==> config.mk <==
export PLATFORM = sky130hd
export DESIGN_NAME = spi_sensor_responder
export DESIGN_NICKNAME = d
export VERILOG_FILES = /design/src/rtl/spi_sensor_responder.sv
export SDC_FILE = /design/constraint.sdc
export NUM_CORES = 1
export LEC_CHECK = 0
export ABC_CLOCK_PERIOD_IN_PS = 3810
export CORE_UTILIZATION = 59
export DETAILED_ROUTE_END_ITERATION = 10
export PLACE_DENSITY = 0.95
export SLEW_MARGIN = 20
export SYNTH_ARGS = -nofsm -noshare
export SYNTH_HDL_FRONTEND = slang
export SYNTH_SLANG_ARGS = --single-unit
==> constraint.sdc <==
create_clock -name clk_50 -period 3.81 [get_ports clk_50]
set_input_delay 0.762 -clock clk_50 [delete_from_list [all_inputs] [get_ports clk_50]]
set_output_delay 0.762 -clock clk_50 [all_outputs]
set_load 0.005 [all_outputs]
==> src/rtl/spi_sensor_responder.sv <==
// SPI mode-0 responder serving read-only sensor frames MSB first on MISO.
// SCK and CS_N are oversampled in the clk_50 domain through synchroniser chains.
module spi_sensor_responder #(
   parameter int FRAME_BITS  = 16,
   parameter int SYNC_STAGES = 2,
   parameter int CNT_W       = 16
) (
   input  logic                  clk_50,
   input  logic                  reset_n,
   input  logic                  spi_sck,
   input  logic                  spi_cs_n,
   output logic                  spi_miso,
   output logic                  spi_miso_oe,
   input  logic [FRAME_BITS-1:0] load_data,
   input  logic                  load_valid,
   output logic                  load_ready,
   output logic                  frame_done,
   output logic                  frame_abort,
   output logic                  busy,
   output logic [CNT_W-1:0]      frame_count
);

   localparam int BC_W = $clog2(FRAME_BITS + 1);

   typedef enum logic [1:0] {
      IDLE   = 2'd0,
      ACTIVE = 2'd1,
      DONE   = 2'd2
   } state_t;

   state_t state;
   state_t state_next;

   logic [SYNC_STAGES-1:0] sck_sync;
   logic [SYNC_STAGES-1:0] cs_sync;
   logic                   sck_d;
   logic                   cs_d;
   logic                   sck_s;
   logic                   cs_s;
   logic                   sck_rise;
   logic                   sck_fall;
   logic                   cs_fall;
   logic                   cs_rise;

   logic [FRAME_BITS-1:0]  shift;
   logic [FRAME_BITS-1:0]  hold;
   logic [FRAME_BITS-1:0]  last_word;
   logic                   hold_valid;
   logic [BC_W-1:0]        bit_cnt;
   logic                   frame_start;

   // CS_N chain resets high so releasing reset never fabricates a select edge.
   always_ff @(posedge clk_50 or negedge reset_n) begin
      if (!reset_n) begin
         sck_sync <= '0;
         cs_sync  <= '1;
         sck_d    <= 1'b0;
         cs_d     <= 1'b1;
      end else begin
         sck_sync <= {sck_sync[SYNC_STAGES-2:0], spi_sck};
         cs_sync  <= {cs_sync[SYNC_STAGES-2:0], spi_cs_n};
         sck_d    <= sck_s;
         cs_d     <= cs_s;
      end
   end

   assign sck_s    = sck_sync[SYNC_STAGES-1];
   assign cs_s     = cs_sync[SYNC_STAGES-1];
   assign sck_rise = sck_s & ~sck_d;
   assign sck_fall = ~sck_s & sck_d;
   assign cs_fall  = ~cs_s & cs_d;
   assign cs_rise  = cs_s & ~cs_d;

   always_ff @(posedge clk_50 or negedge reset_n) begin
      if (!reset_n) begin
         state <= IDLE;
      end else begin
         state <= state_next;
      end
   end

   // A deselect outranks a coincident SCK rise: the frame is treated as aborted.
   always_comb begin
      state_next  = state;
      frame_done  = 1'b0;
      frame_abort = 1'b0;
      case (state)
         IDLE: begin
            if (cs_fall) begin
               state_next = ACTIVE;
            end
         end
         ACTIVE: begin
            if (cs_rise) begin
               state_next  = IDLE;
               frame_abort = 1'b1;
            end else if (sck_rise && bit_cnt == BC_W'(FRAME_BITS - 1)) begin
               state_next = DONE;
               frame_done = 1'b1;
            end
         end
         DONE: begin
            if (cs_rise) begin
               state_next = IDLE;
            end
         end
         default: state_next = IDLE;
      endcase
   end

   assign frame_start = (state == IDLE) && cs_fall;

   // An empty holding register lets a load arriving with the select edge bypass straight into shift.
   always_ff @(posedge clk_50 or negedge reset_n) begin
      if (!reset_n) begin
         shift       <= '0;
         hold        <= '0;
         last_word   <= '0;
         hold_valid  <= 1'b0;
         bit_cnt     <= '0;
         frame_count <= '0;
      end else begin
         if (frame_start) begin
            bit_cnt <= '0;
            if (hold_valid) begin
               shift      <= hold;
               last_word  <= hold;
               hold_valid <= 1'b0;
            end else if (load_valid) begin
               shift     <= load_data;
               last_word <= load_data;
            end else begin
               shift <= last_word;
            end
         end else begin
            if (load_valid && !hold_valid) begin
               hold       <= load_data;
               hold_valid <= 1'b1;
            end
            if (state != IDLE && sck_fall) begin
               shift <= {shift[FRAME_BITS-2:0], 1'b0};
            end
            if (state == ACTIVE && sck_rise) begin
               bit_cnt <= bit_cnt + 1'b1;
            end
         end
         if (frame_done) begin
            frame_count <= frame_count + 1'b1;
         end
      end
   end

   assign spi_miso_oe = ~cs_s && (state != IDLE);
   assign spi_miso    = spi_miso_oe & shift[FRAME_BITS-1];
   assign load_ready  = ~hold_valid;
   assign busy        = (state != IDLE);

endmodule

== Word level (Yosys, flattened, before mapping) ==
Cells that the tools add are included.
Operators by class
  add/sub/neg operators: 2
  eq/ne operators: 6
  muxes and demuxes: 18
  bitwise logic cells: 11
  reduce and logical (&&, ||, !) cells: 14
Operators by type and width (count)
  16-bit 2-to-1 mux: 4
  16-bit by 1-bit adder with 16-bit output (second input constant): 1
  5-bit 2-to-1 mux: 2
  2-bit 2-to-1 mux: 4
  2-bit nonzero test: 4
  1-bit 2-to-1 mux: 7
  1-bit logical AND: 6
  1-bit NOT: 6
  2-bit one-hot mux with 3 select lines: 1
  5-bit by 1-bit adder with 5-bit output (second input constant): 1
  1-bit bitwise AND: 5
  5-bit by 4-bit == test with 1-bit output (second input constant): 1
  2-bit inequality test (second input constant): 2
  3-bit inequality test (second input constant): 1
  3-bit AND reduction: 1
  2-bit by 1-bit == test with 1-bit output (second input constant): 1
  2-bit == test (second input constant): 1
  2-bit logical NOT: 1
  2-bit AND reduction: 1
  1-bit logical NOT: 1
Word-level totals
  flip-flop bits (word level): 78
  output and inout port bits: 22
  word-level logic and storage cells: 62

== Depth between registers and ports, before layout ==
  word-level depth: 6
  depth in mapped cells: 8
  depth with buffers taken out: 7

== Worst setup path after synthesis ==
No wires, ideal clock.
  path type: register to output
  start point: register bit_cnt[0]
  end point: output port frame_done
  arrival time: 1.438 ns
  setup slack: 1.610 ns
  cell stages (with the launch flop): 7
  path buffers: 1
  cell sequence: dfrtp_1 -> ha_1 -> and3_1 -> ha_1 -> and3b_1 -> and3_1 -> buf_2
On the way
  word-level cells in the longest chain between the ends: 5
Ends and longest elaborated chain
  start, declared: line 49  | logic [BC_W-1:0] bit_cnt;
  start signal, assigned: line 144  | bit_cnt <= bit_cnt + 1'b1;
  5-bit by 4-bit == test with 1-bit output: line 97  | end else if (sck_rise && bit_cnt == BC_W'(FRAME_BITS - 1)) begin
  1-bit logical AND: line 97
  1-bit 2-to-1 mux: line 97
  1-bit 2-to-1 mux: line 94  | if (cs_rise) begin
  1-bit 2-to-1 mux: line 87  | case (state)
  end, declared: line 17  | output logic frame_done,
Every way passes these cells.

== Final worst setup path ==
Same ends and word-level chain as after synthesis.

==> flow_summary.html <==
<table>
<tr><th>Metric</th><th>Value</th></tr>
<tr><th colspan="2">Detailed routing</th></tr>
<tr><td>DRT Wirelength</td><td>6.82 mm</td></tr>
<tr><td>Total vias in the final route</td><td>2421</td></tr>
<tr><td>Via-to-Cell Ratio</td><td>5.72</td></tr>
<tr><td>Mean routed wirelength per cell</td><td>16.1 microns</td></tr>
<tr><td>Detailed Routing Iterations Pass 1</td><td>4</td></tr>
<tr><td>Antenna Nets Post-Route</td><td>0</td></tr>
<tr><td>Count of routing violations after the opening detailed-route iteration</td><td>107</td></tr>
<tr><td>Post-detailed-route DRC marker count</td><td>0</td></tr>
<tr><th colspan="2">Finish</th></tr>
<tr><td>Number of fill cells in the layout</td><td>365</td></tr>
<tr><td>Number of antenna diodes</td><td>0</td></tr>
<tr><td>Share of final-layout standard cells stronger than drive strength 1</td><td>0.128</td></tr>
<tr><td>Footprint of the multi-input gates</td><td>1480 sq um</td></tr>
<tr><td>Flip-flop and latch area</td><td>1960 sq um</td></tr>
<tr><td>Nets@finish</td><td>371</td></tr>
<tr><td>Layout overhead on the synthesized area</td><td>18.2%</td></tr>
<tr><th colspan="2">Yosys</th></tr>
<tr><td>Cell count after synthesis</td><td>306</td></tr>
<tr><td>Xor and xnor area share after synthesis</td><td>0.0446</td></tr>
<tr><td>Post-Synthesis Cell Area</td><td>3540 sq um</td></tr>
<tr><td>Yosys Warn Count</td><td>0</td></tr>
<tr><td>Distinct cells, synth</td><td>38</td></tr>
<tr><td>Number of storage elements in the synthesis netlist</td><td>78</td></tr>
<tr><td>Number of flops mapped to enable cells by yosys</td><td>0</td></tr>
<tr><td>Main combinational cell family by area after synthesis</td><td>multiplexers</td></tr>
<tr><td>Most used flip-flop cell after synthesis</td><td>dfrtp_1</td></tr>
<tr><td>Avg Cell Area, Syn</td><td>11.6 sq um</td></tr>
<tr><td>Post-Synth Simple-Gate Area</td><td>0.141</td></tr>
<tr><td>Synthesized net count</td><td>330</td></tr>
<tr><td>Share of synthesized area spent on multiplexers</td><td>0.155</td></tr>
<tr><td>Complex-gate fraction of the synthesized area</td><td>0.0622</td></tr>
<tr><td>Fraction of registers with async set or reset after synthesis</td><td>1.00</td></tr>
<tr><td>Sequential-to-total area share from yosys stat</td><td>0.553</td></tr>
<tr><td>Area share of fa/ha/maj cells after synthesis</td><td>0.0106</td></tr>
<tr><th colspan="2">Setup path</th></tr>
<tr><td>Critical path data arrival time</td><td>2.28 ns</td></tr>
<tr><td>Chain of cells forming the critical path</td><td>ha_1 &gt; and3_1 &gt; ha_1 &gt; and3b_1 &gt; and3_1 &gt; clkdlybuf4s50_1</td></tr>
<tr><td>Worst Path Class, Setup</td><td>flip-flop to primary output</td></tr>
<tr><td>CP peak stage delay</td><td>0.54 ns</td></tr>
<tr><td>Worst setup SP type</td><td>flip-flop</td></tr>
<tr><td>Critical Path Fanout Max</td><td>6</td></tr>
<tr><td>Required time at the endpoint of the critical path</td><td>3.05 ns</td></tr>
<tr><td>Kind of end point of the critical path</td><td>primary output</td></tr>
<tr><td>Cell at the slowest stage of the critical path</td><td>clkdlybuf4s50_1</td></tr>
<tr><th colspan="2">Clocking</th></tr>
<tr><td>TritonCTS clock tree</td><td>yes</td></tr>
<tr><td>Clock buffers created by TritonCTS</td><td>9</td></tr>
<tr><td>Number of buffers inserted by hold repair at cts</td><td>0</td></tr>
<tr><td>Deepest level of the CTS H-tree</td><td>3</td></tr>
<tr><td>Root Buffer Master</td><td>clkbuf_8</td></tr>
<tr><td>Setup bufs post-CTS</td><td>0</td></tr>
<tr><td>Clock insertion delay at the later pin of the skew report</td><td>0.34 ns</td></tr>
<tr><td>Post-CTS clock slew at the launch and capture registers of the worst setup and hold paths</td><td>0.07 ns</td></tr>
<tr><td>Post-cts resize count</td><td>0</td></tr>
<tr><td>Clock Sink Count</td><td>78</td></tr>
<tr><td>Number of buffers on the longest clock path</td><td>2</td></tr>
<tr><th colspan="2">Timing</th></tr>
<tr><td>Post-layout minimum cycle time</td><td>3.05 ns</td></tr>
<tr><td>Max-slew violations</td><td>0</td></tr>
<tr><td>Unrepaired setup endpoints after global routing</td><td>false</td></tr>
<tr><td>Final hold violations</td><td>0</td></tr>
<tr><td>Post-Route Hold Slack</td><td>0.362 ns</td></tr>
<tr><td>Part of the cycle the worst path needs</td><td>0.799</td></tr>
<tr><td>Worst-case headroom to the max-slew limit</td><td>0.367</td></tr>
<tr><td>Final total negative setup slack</td><td>0 ns</td></tr>
<tr><td>Worst-Margin Slew</td><td>0.950 ns</td></tr>
<tr><td>Final setup fails</td><td>0</td></tr>
<tr><td>Layout Skew</td><td>0.00640 ns</td></tr>
<tr><td>Fmax</td><td>328 MHz</td></tr>
<tr><th colspan="2">Power and ir drop</th></tr>
<tr><td>Static leakage</td><td>1.93 nW</td></tr>
<tr><td>Clock network fraction of total power</td><td>0.263</td></tr>
<tr><td>Sequential cell fraction of total power</td><td>0.534</td></tr>
<tr><td>Switching share of power</td><td>0.284</td></tr>
<tr><td>Power per unit of standard cell area</td><td>542 nW/um^2</td></tr>
<tr><td>NetSw</td><td>0.644 mW</td></tr>
<tr><td>Combinational share of power</td><td>0.202</td></tr>
<tr><td>Largest voltage drop on the vdd net</td><td>387 uV</td></tr>
<tr><td>Internal power</td><td>1.62 mW</td></tr>
<tr><th colspan="2">Die</th></tr>
<tr><td>FP Rows</td><td>27</td></tr>
<tr><td>Floorplan core area</td><td>5640 sq um</td></tr>
<tr><td>Die width</td><td>79.4 microns</td></tr>
<tr><td>Vertical extent of the die</td><td>79.4 microns</td></tr>
<tr><td>Area of the die</td><td>6310 sq um</td></tr>
<tr><td>IO Pins</td><td>43</td></tr>
<tr><td>Initial standard-cell utilization of the core</td><td>0.627</td></tr>
<tr><th colspan="2">GRT</th></tr>
<tr><td>Global route total overflow</td><td>0</td></tr>
<tr><td>Antenna violations before repair</td><td>0</td></tr>
<tr><td>Overall routing resource usage</td><td>0.245</td></tr>
<tr><td>First-pass GRT wire length</td><td>11.7 mm</td></tr>
<tr><td>Vias in the first global route</td><td>2512</td></tr>
<tr><td>Largest net degree at the start of global routing</td><td>79</td></tr>
<tr><th colspan="2">Place</th></tr>
<tr><td>Dpl hpwl</td><td>4.45 mm</td></tr>
<tr><td>Last weighted congestion value of the routability-driven placer</td><td>0.723</td></tr>
<tr><td>I/O Buffers</td><td>42</td></tr>
<tr><th colspan="2">Flow run</th></tr>
<tr><td>Count of maximum capacitance violations</td><td>0</td></tr>
<tr><th colspan="2">Run status</th></tr>
<tr><td>Outcome</td><td>finished, final reports clean</td></tr>
<tr><th colspan="2">Hold path</th></tr>
<tr><td>Tightest Hold Check Type</td><td>flip-flop to flip-flop</td></tr>
</table>
==> critical path: cells and delay by family, from the launching register on <==
family                     cells  cell delay (ns)
and+or+nand+nor                3             0.67
buffers and inverters          1             0.54
DFF                            1             0.40
adders and majority gates      2             0.33
==> final cells by class <==
type,count,share of cell area
clock buffers,11,0.0338
repair buffers,46,0.107
flip-flops and latches,78,0.468
multi-input cells,207,0.354
clock inverters,4,0.0114
inverters,5,0.00449
well taps,72,0.0215
==> final timing paths <==
check | startpoint | to | slack (ns) | depth (start not counted)
min in group asynchronous | reset_n | hold[15] | 0.55 | 1
worst max register to register | bit_cnt[0] | frame_count[15] | 1.75 | 7
worst min register to register | cs_sync[0] | cs_sync[1] | 0.36 | 0
worst min-delay path | cs_sync[0] | cs_sync[1] | 0.36 | 0
worst max-delay path | bit_cnt[0] | frame_done | 0.76 | 6
max in group asynchronous | reset_n | last_word[1] | 2.64 | 1
==> logic make-up (layout without fill, tap and decap cells) <==
logic type | count (synthesis) | count (layout)
buffers and inverters | 21 | 66
multiplexers | 49 | 49
flip-flops | 78 | 78
AO/OA/AOI/OAI | 35 | 35
XOR/XNOR | 18 | 18
AND/OR/NAND/NOR | 102 | 102
adder cells (fa/ha/maj) | 3 | 3
==> sequential cells by signal, summed over array words and instances (netlist names) <==
signal       count
frame_count     16
state            2
last_word       16
cs_d             1
sck_d            1
hold_valid       1
sck_sync         2
hold            16
bit_cnt          5
cs_sync          2
shift           16
==> placed cells by master, fill, tap and decap left out, types with 2 or more instances in the layout <==
cell and n:
mux2i_1 32, o211ai_1 16, mux2_2 7, nor4_1 2, dfstp_2 3, and2_1 2
and3_1 5, nand3_1 4, buf_4 5, inv_1 4, mux2_4 10, dfrtp_1 75
clkdlybuf4s50_1 41, nor3_1 6, nor2_1 10, o21ai_0 17, clkinv_2 2, nand4_1 3
ha_1 3, nand2b_1 2, nand2_1 57, clkbuf_8 10, xor2_1 12, xnor2_1 6
==> Yosys cell counts, types with 2 or more instances <==
cell type,instances,area (sq um)
nor2_1,10,37.5
nand2_1,57,214
xor2_1,12,105
nand2b_1,2,12.5
o21ai_0,17,85.1
inv_1,4,15.0
xnor2_1,6,52.6
o211ai_1,16,120
nor4_1,2,12.5
nand4_1,3,18.8
mux2i_1,32,320
buf_6,2,22.5
nand3_1,4,20.0
nor3b_1,2,15.0
mux2_2,7,78.8
buf_4,2,15.0
and2_1,2,12.5
and3_1,5,31.3
nor3_1,6,30.0
ha_1,3,37.5
clkbuf_1,5,18.8
dfstp_2,3,78.8
dfrtp_1,75,1880
mux2_4,10,150
buf_2,6,30.0
==> per-layer routing <==
layer / global-route usage / vias up / routed length (microns)
li1: - / 1143 / -
met1: 0.295 / 1203 / 2890
met2: 0.419 / 66 / 3570
met3: 0.0754 / 9 / 301
met4: 0.0745 / 0 / 59
met5: 0 / - / 0
==> power groups by stage <==
| stage | Clock, mW | Combinational [mW] | Sequential, mW |
|---|---|---|---|
| after floorplan | 0 | 0.343 | 1.18 |
| after global placement | 0 | 0.425 | 1.20 |
| after detailed placement | 0 | 0.456 | 1.22 |
| after CTS | 0.611 | 0.465 | 1.21 |
| after global routing | 0.645 | 0.515 | 1.24 |
| final | 0.596 | 0.458 | 1.21 |
==> metrics by stage <==
stage / total power, mW / area, sq um / setup WS, ns / instances / util
floorplan: 1.52 / 3540 / 1.61 / 306 / -
global placement: 1.63 / 3990 / 1.20 / 408 / 0.707
detailed placement: 1.67 / 3990 / 1.15 / 408 / 0.707
CTS: 2.29 / 4180 / 0.746 / 423 / 0.740
global route: 2.40 / 4180 / 0.642 / 423 / 0.741
finish: 2.27 / 4180 / 0.765 / 423 / 0.741
No activity file was read; power rests on OpenSTA's default activity.
